`src/rtl/riscv_ctrl_pkg.sv`:
```
// Shared encodings for the multicycle RV32I control path: FSM states, opcodes,
// ALUOp codes consumed by ALU_control, and datapath mux selects.
package riscv_ctrl_pkg;

  typedef enum logic [3:0] {
    S_FETCH    = 4'd0,
    S_DECODE   = 4'd1,
    S_MEMADR   = 4'd2,
    S_MEMREAD  = 4'd3,
    S_MEMWB    = 4'd4,
    S_MEMWRITE = 4'd5,
    S_EXECR    = 4'd6,
    S_ALUWB    = 4'd7,
    S_EXECI    = 4'd8,
    S_JAL      = 4'd9,
    S_BEQ      = 4'd10,
    S_ILLEGAL  = 4'd11
  } state_e;

  localparam logic [6:0] OP_LW  = 7'b0000011;
  localparam logic [6:0] OP_SW  = 7'b0100011;
  localparam logic [6:0] OP_R   = 7'b0110011;
  localparam logic [6:0] OP_I   = 7'b0010011;
  localparam logic [6:0] OP_JAL = 7'b1101111;
  localparam logic [6:0] OP_BEQ = 7'b1100011;

  localparam logic [1:0] ALUOP_ADD   = 2'b00;
  localparam logic [1:0] ALUOP_SUB   = 2'b01;
  localparam logic [1:0] ALUOP_FUNCT = 2'b10;

  localparam logic [1:0] RES_ALUOUT    = 2'b00;
  localparam logic [1:0] RES_DATA      = 2'b01;
  localparam logic [1:0] RES_ALURESULT = 2'b10;

  localparam logic [1:0] SRCA_PC    = 2'b00;
  localparam logic [1:0] SRCA_OLDPC = 2'b01;
  localparam logic [1:0] SRCA_RS1   = 2'b10;

  localparam logic [1:0] SRCB_RS2  = 2'b00;
  localparam logic [1:0] SRCB_IMM  = 2'b01;
  localparam logic [1:0] SRCB_FOUR = 2'b10;

  localparam logic [1:0] IMM_I = 2'b00;
  localparam logic [1:0] IMM_S = 2'b01;
  localparam logic [1:0] IMM_B = 2'b10;
  localparam logic [1:0] IMM_J = 2'b11;

  localparam logic ADR_PC     = 1'b0;
  localparam logic ADR_ALUOUT = 1'b1;

  // DECODE dispatch target for an opcode; anything unrecognised traps.
  function automatic state_e decode_target(input logic [6:0] op);
    state_e tgt;
    case (op)
      OP_LW, OP_SW: tgt = S_MEMADR;
      OP_R:         tgt = S_EXECR;
      OP_I:         tgt = S_EXECI;
      OP_JAL:       tgt = S_JAL;
      OP_BEQ:       tgt = S_BEQ;
      default:      tgt = S_ILLEGAL;
    endcase
    return tgt;
  endfunction

endpackage

```
`src/rtl/imm_src_decode.sv`:
```
// Immediate-format select derived straight from the opcode field of IR.
module imm_src_decode (
  input  logic [6:0] op_i,
  output logic [1:0] imm_src_o
);
  import riscv_ctrl_pkg::*;

  // Opcode to immediate format; unknown opcodes fall back to I-format.
  always_comb begin
    imm_src_o = IMM_I;
    case (op_i)
      OP_LW, OP_I: imm_src_o = IMM_I;
      OP_SW:       imm_src_o = IMM_S;
      OP_BEQ:      imm_src_o = IMM_B;
      OP_JAL:      imm_src_o = IMM_J;
      default:     imm_src_o = IMM_I;
    endcase
  end

endmodule

```
`src/rtl/multicycle_control.sv`:
```
// Main control FSM of the multicycle RV32I core: sequences fetch/decode/execute,
// stalls on mem_ready and drives datapath selects and write enables.
module multicycle_control #(
  parameter int MEM_WAIT_EN = 1
) (
  input  logic       clk,
  input  logic       rst_n,
  input  logic [6:0] op,
  input  logic       Zero,
  input  logic       mem_ready,
  output logic       PCWrite,
  output logic       AdrSrc,
  output logic       IRWrite,
  output logic       MemWrite,
  output logic       RegWrite,
  output logic [1:0] ResultSrc,
  output logic [1:0] ALUSrcA,
  output logic [1:0] ALUSrcB,
  output logic [1:0] ALUOp,
  output logic [1:0] ImmSrc,
  output logic       instr_done,
  output logic       illegal_op,
  output logic [3:0] state_dbg
);
  import riscv_ctrl_pkg::*;

  localparam logic WAIT_EN = (MEM_WAIT_EN != 0);

  state_e     state_q, state_d;
  logic       ready_s;
  logic       branch_s, pc_update_s, irwrite_s, memwrite_s, regwrite_s;
  logic       done_s, illegal_s, adrsrc_s;
  logic [1:0] resultsrc_s, srca_s, srcb_s, aluop_s;

  assign ready_s = WAIT_EN ? mem_ready : 1'b1;

  // State register.
  always_ff @(posedge clk or negedge rst_n) begin
    if (!rst_n) begin
      state_q <= S_FETCH;
    end else begin
      state_q <= state_d;
    end
  end

  // Next-state and Moore output decode; unlisted outputs stay 0.
  always_comb begin
    state_d     = S_FETCH;
    branch_s    = 1'b0;
    pc_update_s = 1'b0;
    irwrite_s   = 1'b0;
    memwrite_s  = 1'b0;
    regwrite_s  = 1'b0;
    done_s      = 1'b0;
    illegal_s   = 1'b0;
    adrsrc_s    = ADR_PC;
    resultsrc_s = RES_ALUOUT;
    srca_s      = SRCA_PC;
    srcb_s      = SRCB_RS2;
    aluop_s     = ALUOP_ADD;
    case (state_q)
      S_FETCH: begin
        adrsrc_s    = ADR_PC;
        srca_s      = SRCA_PC;
        srcb_s      = SRCB_FOUR;
        aluop_s     = ALUOP_ADD;
        resultsrc_s = RES_ALURESULT;
        irwrite_s   = ready_s;
        pc_update_s = ready_s;
        if (ready_s) begin
          state_d = S_DECODE;
        end else begin
          state_d = S_FETCH;
        end
      end
      S_DECODE: begin
        // ALU precomputes OldPC + Imm so BEQ can reuse it from ALUOut.
        srca_s  = SRCA_OLDPC;
        srcb_s  = SRCB_IMM;
        aluop_s = ALUOP_ADD;
        state_d = decode_target(op);
      end
      S_MEMADR: begin
        srca_s  = SRCA_RS1;
        srcb_s  = SRCB_IMM;
        aluop_s = ALUOP_ADD;
        if (op == OP_LW) begin
          state_d = S_MEMREAD;
        end else begin
          state_d = S_MEMWRITE;
        end
      end
      S_MEMREAD: begin
        resultsrc_s = RES_ALUOUT;
        adrsrc_s    = ADR_ALUOUT;
        if (ready_s) begin
          state_d = S_MEMWB;
        end else begin
          state_d = S_MEMREAD;
        end
      end
      S_MEMWB: begin
        resultsrc_s = RES_DATA;
        regwrite_s  = 1'b1;
        done_s      = 1'b1;
        state_d     = S_FETCH;
      end
      S_MEMWRITE: begin
        resultsrc_s = RES_ALUOUT;
        adrsrc_s    = ADR_ALUOUT;
        memwrite_s  = 1'b1;
        done_s      = ready_s;
        if (ready_s) begin
          state_d = S_FETCH;
        end else begin
          state_d = S_MEMWRITE;
        end
      end
      S_EXECR: begin
        srca_s  = SRCA_RS1;
        srcb_s  = SRCB_RS2;
        aluop_s = ALUOP_FUNCT;
        state_d = S_ALUWB;
      end
      S_ALUWB: begin
        resultsrc_s = RES_ALUOUT;
        regwrite_s  = 1'b1;
        done_s      = 1'b1;
        state_d     = S_FETCH;
      end
      S_EXECI: begin
        srca_s  = SRCA_RS1;
        srcb_s  = SRCB_IMM;
        aluop_s = ALUOP_FUNCT;
        state_d = S_ALUWB;
      end
      S_JAL: begin
        // Jump target sits in ALUOut; PC+4 computed now is written back in ALUWB.
        srca_s      = SRCA_OLDPC;
        srcb_s      = SRCB_FOUR;
        aluop_s     = ALUOP_ADD;
        resultsrc_s = RES_ALUOUT;
        pc_update_s = 1'b1;
        state_d     = S_ALUWB;
      end
      S_BEQ: begin
        srca_s      = SRCA_RS1;
        srcb_s      = SRCB_RS2;
        aluop_s     = ALUOP_SUB;
        resultsrc_s = RES_ALUOUT;
        branch_s    = 1'b1;
        done_s      = 1'b1;
        state_d     = S_FETCH;
      end
      S_ILLEGAL: begin
        illegal_s = 1'b1;
        done_s    = 1'b1;
        state_d   = S_FETCH;
      end
      default: begin
        state_d = S_FETCH;
      end
    endcase
  end

  // Write enables and pulses are held off while reset is asserted.
  assign PCWrite    = rst_n & ((branch_s & Zero) | pc_update_s);
  assign IRWrite    = rst_n & irwrite_s;
  assign MemWrite   = rst_n & memwrite_s;
  assign RegWrite   = rst_n & regwrite_s;
  assign instr_done = rst_n & done_s;
  assign illegal_op = rst_n & illegal_s;
  assign AdrSrc     = adrsrc_s;
  assign ResultSrc  = resultsrc_s;
  assign ALUSrcA    = srca_s;
  assign ALUSrcB    = srcb_s;
  assign ALUOp      = aluop_s;
  assign state_dbg  = state_q;

  imm_src_decode u_imm_src_decode (
    .op_i      (op),
    .imm_src_o (ImmSrc)
  );

endmodule

```
`config.mk`:
```
export PLATFORM = sky130hd
export DESIGN_NAME = multicycle_control
export DESIGN_NICKNAME = d
export VERILOG_FILES = /design/src/rtl/riscv_ctrl_pkg.sv /design/src/rtl/imm_src_decode.sv /design/src/rtl/multicycle_control.sv
export SDC_FILE = /design/constraint.sdc
export NUM_CORES = 1
export LEC_CHECK = 0
export CORE_UTILIZATION = 28
export CTS_BUF_LIST = sky130_fd_sc_hd__clkbuf_2
export CTS_CLUSTER_SIZE = 28
export DETAILED_ROUTE_END_ITERATION = 6
export PLACE_DENSITY = 0.63
export SYNTH_ARGS = -nofsm -noshare
export SYNTH_HDL_FRONTEND = slang
export SYNTH_SLANG_ARGS = --single-unit
```
`constraint.sdc`:
```
create_clock -name clk -period 3.3 [get_ports clk]
set_input_delay 0.66 -clock clk [delete_from_list [all_inputs] [get_ports clk]]
set_output_delay 0.66 -clock clk [all_outputs]
set_load 0.02 [all_outputs]
```
==> results of run 1 <==
how the worst max path moves through the flow:
stage                endpoint  slack (ns)  depth (start not counted)
floorplan             PCWrite        0.56                          4
global placement    ImmSrc[0]        0.23                          4
detailed placement  ImmSrc[0]        0.22                          4
CTS                 ImmSrc[0]        0.20                          4
global route        ImmSrc[0]        0.13                          4
finish              ImmSrc[0]        0.19                          4
logic make-up after synthesis:
| group | count (synthesis) | synth area share, % |
|---|---|---|
| AND/OR/NAND/NOR | 46 | 41.33 |
| AO/OA/AOI/OAI | 28 | 30.41 |
| buffers and inverters | 9 | 6.423 |
| flip-flops | 4 | 17.13 |
| XOR/XNOR | 2 | 2.998 |
| multiplexers | 1 | 1.713 |
metal layers:
layer  share of wire [%]  GRT usage [%]  vias to the layer above
met5                   0              0                        -
met4                0.34          5.000                        0
met3                 8.7          3.774                        3
met2                  49          25.68                       33
met1                  42          19.55                      332
li1                    -              -                      382
worst max-delay path, cell delays in order:
cell	delay (ns)
clkdlybuf4s50_1	0.47
or3_4	0.44
a211oi_1	0.23
clkdlybuf4s50_1	0.64
per-stage QoR:
stage,util [%],cell area [sq um],setup slack (ns),power (uW)
after global placement,46.17,905.9,0.2252,727.5
after global routing,46.94,920.9,0.1323,857.3
after CTS,46.94,920.9,0.1962,784.7
after floorplan,-,584.3,0.5595,511.2
final,46.94,920.9,0.1916,780.5
after detailed placement,46.17,905.9,0.2234,738.5
power by group:
group | switching (uW) | leakage, uW | internal, uW | total, uW
Sequential | 106 | 0.0000497 | 70.5 | 176
Clock | 21.3 | 0.0000125 | 24.4 | 45.7
Combinational | 280 | 0.000271 | 279 | 559
Total | 407 | 0.000333 | 374 | 781
cell usage in the layout, fill, tap and decap left out:
cell             Yosys  layout
o32ai_1              1       1
xnor2_1              1       1
nor2_1              10      10
a31o_2               1       1
clkdlybuf4s50_1      0      31
and2_1               1       1
a31oi_1              1       1
or3_4                1       1
dfrtp_1              4       4
a211oi_1             2       2
and3_1               2       2
o22ai_1              2       2
a22oi_1              2       2
o22ai_2              1       1
o21ai_0              8       8
and2b_1              1       1
nand4_1              1       1
nor3b_1              1       1
or3_1                1       1
inv_1                2       2
buf_4                0       1
nor4b_1              2       2
mux2i_1              1       1
o31ai_1              1       1
nor3_1               2       2
nand3_1              1       1
xor2_1               1       1
clkbuf_2             0       3
nor2b_1              4       4
o21bai_1             1       1
a2111oi_0            1       1
nand2b_1             6       6
a21oi_1              7       7
nor4_1               1       1
nand2_1             12      12
cell type report:
cell class,count,share of cell area [%]
well taps,27,3.668
flip-flops and latches,4,10.87
repair buffers,32,34.51
inverters,2,0.8152
clock buffers,3,1.630
multi-input cells,77,48.51
==> run metrics, run 1 <==
final period utilization 94.19%; I/O pin total 32; Tightest Hold Check Type primary input to async pin; clock sinks 4; dpl hpwl 1296 um; CP required 2.64 ns; worst setup path startpoint op[3]; Synth top area share 17.13%; H-tree levels 1; clk_lat worst skew 0.22 ns; area grow syn2layout 57.60%; PostCTS Resize Cnt 0; CTS max path bufs 2; reg2reg path depth 4; final net count 131; Crit Path Category primary input to output port; Synth Instances 90; Synth Flop Type dfrtp_1; number of diodes 0; Storage cell area 100.1 sq um; Critical Path Sink Type output port; Num CTS Buffers 3; power density over the cells 847.6 nW/um^2; port buffer count 31; gp weighted congestion 0.8001; share of cells above drive strength 1 5.932%; r2r endpoint state_dbg[1]$_DFF_PN0_; Starting Density 29.78%; grt ovf 0; Crit path arrival time 2.45 ns; Inst Count DP 142; CTS tree yes; Slew HR 56.50%; CTS Hold Bufs 0; CP startpoint kind primary input; Tightest Pin Transition 0.6524 ns; clock-pin slew on the worst setup and hold paths 0.05 ns; Die H 47.68 um; critical path peak fanout 5; first-pass GRT wire length 2470 um; Post-route DRC 0; Yosys warning count 0; reg2reg setup slack 1.64 ns; Post-Route Skew 0.01089 ns; max-slew violations 0; Die Wd 47.68 um; antenna violations before repair 0; commonest cells in the netlist 12 x nand2_1, 10 x nor2_1, 8 x o21ai_0; P_leak 0.0003333 uW; syn_nets 101; Final ANT Viol Nets 0; DIE AREA 2273 sq um; DR vias/cell 5.172; most common cell in the netlist nand2_1; Root Driver clkbuf_2; post-CTS repair timing setup buffer count 0; FF+latch count, synth 4; Synth cell types 35; total number of vias 750; outcome completed; EDFF count, synth 0; max reg flops 4; share of flip-flops with an asynchronous set or reset after synthesis 100.0%; Avg Inst Size Synth 6.492 sq um; maximum operating frequency 0.3217 GHz; post-route setup TNS 0 ns; Peak VDD IR 0.3902 mV; reg2reg start state_dbg[0]$_DFF_PN0_; final count of hold timing violations 0; largest net degree at the start of global routing 24; Routed WL 1761 um; # setup viols final 0; DRT iter0 DRCs 15; RSZ-0062 raised after global routing no; wire per inst 12.14 um; area leader, netlist dfrtp_1; hold slack 0.6904 ns; row count 16; fillers 222; Pre-antenna DRT Iters 4; sequential fraction of the synthesis area 17.13%; max-cap violations 0; Multi-input gate area 446.7 sq um; vias in the first global route 553; top area cells in the synthesized netlist dfrtp_1 17%, nand2_1 7.7%, o21ai_0 6.9%, nand2b_1 6.4%, nor2_1 6.4%; final non-filler cell total 145; Core Area 1962 sq um; GRT Total Usage 15.44%; Tmin final 3.108 ns; synthesized area 584.3 sq um
(Power assumes the default switching activity.)
==> run 2: changes to the inputs <==
PLACE_DENSITY = 0.64   (was 0.63)
SYNTH_HIERARCHICAL = 1   (was unset)
==> run 2 against run 1 <==
Via count down 2.3%. Highest routed layer is now met3. Critical endpoint unchanged. Routed wire length down 7.8%. Largest cell class unchanged. Sequential power down 6%. Clock-buffer cell count unchanged.
==> run metrics, run 2 <==
Die Wd 47.14 um (-1.1%); # setup viols final 0 (unchanged); Inst Count DP 137 (-3.5%); CP startpoint kind primary input; CP required 2.64 ns (about the same); share of flip-flops with an asynchronous set or reset after synthesis 100.0% (unchanged); final non-filler cell total 140 (-3.4%); Synth Flop Type dfrtp_1; first-pass GRT wire length 2573 um (+4.2%); Post-route DRC 0 (unchanged); Post-Route Skew 0.002047 ns (-0.008843 ns); Die H 47.14 um (-1.1%); Power, Total 846.3 uW (+8.4%); Synth cell types 34 (-2.9%); clock sinks 4 (unchanged); GRT Max-Usage Layer met2; Crit path arrival time 2.33 ns (-0.12 ns); top area cells in the synthesized netlist dfrtp_1 18%, nor3_1 7.0%, a21oi_1 6.1%, nor2_1 5.9%, buf_2 5.3%; clk_lat worst skew 0.20 ns (-0.02 ns); port buffer count 31 (unchanged); GRT Total Usage 16.02% (+0.58 points); outcome completed; post-CTS repair timing setup buffer count 0 (unchanged); EDFF count, synth 0 (unchanged); met2 global-route usage 26.94% (+1.3 points); DR vias/cell 5.236 (+1.2%); critical path peak fanout 6 (+1); RSZ-0062 raised after global routing no; I/O pin total 32 (unchanged); syn_nets 96 (-5.0%); Pre-antenna DRT Iters 4 (unchanged); area grow syn2layout 59.87%; met3 GRT Util 5.000% (+1.2 points); P_leak 0.0003326 uW (-0.21%); max reg flops 4 (unchanged); share of cells above drive strength 1 5.217% (-0.71 points); wire per inst 11.60 um (-4.5%); fillers 194 (-13%); Comb power frac 75.5% (+3.9 points); Tightest Hold Check Type primary input to async pin; final period utilization 90.47% (-3.7 points); antenna violations before repair 0 (unchanged); Starting Density 31.34% (+1.6 points); Storage cell area 100.1 sq um (unchanged); clock share of power 5.1% (-0.8 points); clock-pin slew on the worst setup and hold paths 0.04 ns (about the same); gp weighted congestion 0.7818 (-2.3%); area leader, netlist dfrtp_1; CTS Hold Bufs 0 (unchanged); sequential share of power 19.4% (-3.2 points); Peak VDD IR 0.4487 mV (+15%); synthesized area 570.5 sq um (-2.4%); Synth Instances 85 (-5.6%); Final Cell Area 912.1 sq um (-0.95%); total number of vias 733 (-2.3%); dpl hpwl 1254 um (-3.3%); Multi-input gate area 432.9 sq um (-3.1%); Yosys warning count 6 (+6); most common cell in the netlist nor2_1; Root Driver clkbuf_2; grt met1 use 21.06% (+1.5 points); Core Area 1821 sq um (-7.2%); sequential fraction of the synthesis area 17.54% (+0.41 points); max-cap violations 0 (unchanged); commonest non-fill, non-tap cells in the layout 31 x clkdlybuf4s50_1, 9 x nor2_1, 8 x nor3_1; Int Power 409.5 uW (+9.5%); CTS max path bufs 2 (unchanged); Crit Path Category primary input to output port; Avg Inst Size Synth 6.712 sq um (+3.4%); grt ovf 0 (unchanged); power density over the cells 927.8 nW/um^2 (+9.5%); DIE AREA 2222 sq um (-2.3%); row count 15 (-1); CTS tree yes; DRT iter0 DRCs 12 (-3); FF+latch count, synth 4 (unchanged); Slew HR 63.90% (+7.4 points); number of diodes 0 (unchanged); Switching Share 51.61% (-0.48 points); Routed WL 1624 um (-7.8%); final net count 128 (-2.3%); H-tree levels 1 (unchanged); P_sw 436.7 uW (+7.4%); post-route setup TNS 0 ns (unchanged); Critical Path Sink Type output port; maximum operating frequency 0.3350 GHz (+4.1%); Num CTS Buffers 3 (unchanged); Synth top area share 17.54% (+0.41 points); Tightest Pin Transition 0.5416 ns (-0.1109 ns); vias in the first global route 610 (+10%); PostCTS Resize Cnt 0 (unchanged); placed instance area 897.1 sq um (-0.97%); largest net degree at the start of global routing 20 (-17%); final count of hold timing violations 0 (unchanged); Tmin final 2.985 ns (-0.1230 ns); commonest cells in the netlist 9 x nor2_1, 8 x nor3_1, 7 x a21oi_1; most common cell after layout, fill and taps aside clkdlybuf4s50_1; Final ANT Viol Nets 0 (unchanged); max-slew violations 0 (unchanged)
[run 2: final cells by class]
cell class	count	share of cell area, %
clock buffer	3	1.646
inverter	2	0.8230
multi-input combinational	73	47.46
sequential	4	10.97
tap	25	3.429
timing repair buffer	33	35.67
[run 2: logic make-up after synthesis]
kind of cell              Yosys count  share of synthesized area (%)
and+or+nand+nor                    48                          46.05
buffers and inverters               8                          6.578
DFF                                 4                          17.54
AOI/OAI and AO/OA                  22                          25.22
xor gates and xnor gates            3                          4.606
[run 2: stage by stage]
| stage | utilization, % | hold WS, ns | worst slack (ns) |
|---|---|---|---|
| after CTS | 50.10 | 0.8414 | 0.3115 |
| final | 50.10 | 0.8494 | 0.3146 |
| after global placement | 49.28 | 0.8728 | 0.3400 |
| after global routing | 50.10 | 0.8474 | 0.2561 |
| after floorplan | - | 0.3644 | 0.5687 |
| after detailed placement | 49.28 | 0.8481 | 0.3258 |
[run 2: final timing paths]
path / from / endpoint / slack (ns) / depth (start not counted)
worst max-delay path: op[2] / ImmSrc[0] / 0.31 / 4
worst min-delay path: rst_n / state_dbg[2]$_DFF_PN0_ / 0.85 / 2
worst max register to register: state_dbg[0]$_DFF_PN0_ / state_dbg[2]$_DFF_PN0_ / 1.65 / 4
worst min register to register: state_dbg[3]$_DFF_PN0_ / state_dbg[0]$_DFF_PN0_ / 0.85 / 2
max in group asynchronous: rst_n / state_dbg[1]$_DFF_PN0_ / 2.34 / 2
min in group clk: state_dbg[3]$_DFF_PN0_ / state_dbg[0]$_DFF_PN0_ / 0.85 / 2
[run 2: routing by layer]
layer  wire length (um)  part of all wire (%)
met5                  0                     0
met4                  0                     0
met3                 76                   4.7
met2                755                    46
met1                792                    49
[run 2: power by group through the flow]
stage	clock network, uW	logic (uW)	registers (uW)
2_1_floorplan	0	427	125
3_3_place_gp	0	642	165
3_5_place_dp	0	641	166
4_1_cts	46.5	643	165
5_1_grt	49.1	698	177
6_report	42.9	639	165
[run 2: worst max-delay path, cell delays in order]
cell and delay, ns:
clkdlybuf4s50_1 0.50, or3_1 0.40, a21boi_1 0.15, clkdlybuf4s50_1 0.62
==> run 3: changes to the inputs <==
CORE_UTILIZATION = 30   (was 28)
HOLD_SLACK_MARGIN = 0.05   (was unset)
PLACE_DENSITY = 0.67   (was 0.64)
==> run 3 against run 2 <==
Cell area fell by 1.6%. Clock power up 3%. Combinational power down 3.6%. Sequential cell count stayed put. Clock skew rose by 0.0028 ns. Critical path depth is the same.
==> run metrics, run 3 (synthesis results as in run 2) <==
outcome completed; share of cells above drive strength 1 3.540% (-1.7 points); Critical Path Sink Type output port; I/O pin total 32 (unchanged); maximum operating frequency 0.3340 GHz (-0.29%); critical path peak fanout 6 (unchanged); Slew HR 60.42% (-3.5 points); Switching Share 52.29% (+0.69 points); max-cap violations 0 (unchanged); final period utilization 90.73% (+0.26 points); Die H 45.61 um (-3.2%); crit path cell chain clkdlybuf4s50_1 -> or3_1 -> a21boi_1 -> clkdlybuf4s50_1; CTS Hold Bufs 0 (unchanged); RSZ-0062 raised after global routing no; final net count 126 (-1.6%); clock-pin slew on the worst setup and hold paths 0.04 ns (about the same); family with the most delay on the worst path buffers and inverters; power density over the cells 938.0 nW/um^2 (+1.1%); first-pass GRT wire length 2539 um (-1.3%); Num CTS Buffers 3 (unchanged); max reg flops 4 (unchanged); Starting Density 32.69% (+1.3 points); CP startpoint kind primary input; dpl hpwl 1158 um (-7.6%); Routed WL 1640 um (+0.99%); CTS tree yes; Crit Path Category primary input to output port; most common cell after layout, fill and taps aside clkdlybuf4s50_1; DRT iter0 DRCs 28 (+16); Multi-input gate area 432.9 sq um (unchanged); DR vias/cell 5.399 (+3.1%); row count 15 (unchanged); port buffer count 31 (unchanged); area grow syn2layout 57.24%; Slowest-stage cell, CP clkdlybuf4s50_1; GRT Total Usage 16.67% (+0.64 points); grt ovf 0 (unchanged); CTS max path bufs 2 (unchanged); Worst path max stage delay 0.62 ns (about the same); Final ANT Viol Nets 0 (unchanged); vias in the first global route 569 (-6.7%); Buf/Inv on CP 2 (unchanged); wire per inst 11.88 um (+2.4%); largest net degree at the start of global routing 22 (+10%); # setup viols final 0 (unchanged); max-slew violations 0 (unchanged); Crit path arrival time 2.33 ns (about the same); sequential share of power 21.6% (+2.2 points); post-CTS repair timing setup buffer count 0 (unchanged); P_sw 440.0 uW (+0.75%); H-tree levels 1 (unchanged); number of diodes 0 (unchanged); total number of vias 745 (+1.6%); DIE AREA 2080 sq um (-6.4%); Core Area 1745 sq um (-4.1%); Pre-antenna DRT Iters 4 (unchanged); Tightest Hold Check Type primary input to async pin; Power, Total 841.5 uW (-0.57%); clock share of power 5.2% (about the same); Int Power 401.4 uW (-2.0%); post-route setup TNS 0 ns (unchanged); Storage cell area 100.1 sq um (unchanged); Tightest Pin Transition 0.5936 ns (+0.05208 ns); final count of hold timing violations 0 (unchanged); gp weighted congestion 0.7550 (-3.4%); antenna violations before repair 0 (unchanged); critical path's most frequent cell clkdlybuf4s50_1; CP required 2.64 ns (about the same); clock sinks 4 (unchanged); fillers 182 (-6.2%); Tmin final 2.994 ns (+0.008558 ns); Root Driver clkbuf_2; Comb power frac 73.2% (-2.3 points); P_leak 0.0003227 uW (-3.0%); commonest non-fill, non-tap cells in the layout 31 x clkdlybuf4s50_1, 9 x nor2_1, 8 x nor3_1; Peak VDD IR 0.3669 mV (-18%); PostCTS Resize Cnt 0 (unchanged); Post-route DRC 0 (unchanged); Die Wd 45.61 um (-3.2%); clk_lat worst skew 0.21 ns (about the same); Post-Route Skew 0.004893 ns (+0.002846 ns)
[run 3: changes by cell type in the layout (fill, tap and decap cells not counted)]
cell,before,now
buf_4,2,0
[run 3: final cells by class]
cell class	count	area share, %
Multi-Input combinational cell	73	48.26
Timing Repair Buffer	31	34.59
Sequential cell	4	11.16
Tap cell	25	3.487
Clock buffer	3	1.674
Inverter	2	0.8368
[run 3: metal layers]
layer	part of all wire (%)	wire, um	GRT usage [%]
met1	48	780	23.80
met3	6.9	113	1.190
met4	0	0	7.273
met5	0	0	0
met2	45	746	25.43
[run 3: through the flow]
| step | hold slack (ns) | cells | area, sq um | worst slack [ns] | utilization, % |
|---|---|---|---|---|---|
| floorplan | 0.3644 | 85 | 570.5 | 0.5687 | - |
| global placement | 0.8754 | 135 | 882.1 | 0.3191 | 50.54 |
| detailed placement | 0.8450 | 135 | 882.1 | 0.3100 | 50.54 |
| CTS | 0.7219 | 138 | 897.1 | 0.2992 | 51.40 |
| global route | 0.7340 | 138 | 897.1 | 0.2216 | 51.40 |
| finish | 0.7216 | 138 | 897.1 | 0.3060 | 51.40 |
[run 3: path summary, 6_finish.rpt]
path	start	end	slack (ns)	cells after the start
max in group asynchronous	rst_n	state_dbg[2]$_DFF_PN0_	2.32	1
worst max register to register	state_dbg[1]$_DFF_PN0_	state_dbg[2]$_DFF_PN0_	1.64	4
worst min-delay path	rst_n	state_dbg[1]$_DFF_PN0_	0.72	1
worst min register to register	state_dbg[3]$_DFF_PN0_	state_dbg[0]$_DFF_PN0_	0.85	2
min in group clk	state_dbg[3]$_DFF_PN0_	state_dbg[0]$_DFF_PN0_	0.85	2
worst max-delay path	op[2]	ImmSrc[0]	0.31	4
[run 3: power by group through the flow]
stage	clock network (uW)	registers [uW]	logic [uW]
after floorplan	0	125	427
after detailed placement	0	181	614
after CTS	45.5	180	618
final	44.0	181	616
after global routing	51.5	192	666
after global placement	0	180	618
[run 3: worst reg2reg max path, stage by stage (launching register included)]
cell	delay (ns)
dfrtp_1	0.71
and2b_1	0.31
nand3_1	0.11
o21ai_0	0.09
a211o_1	0.31
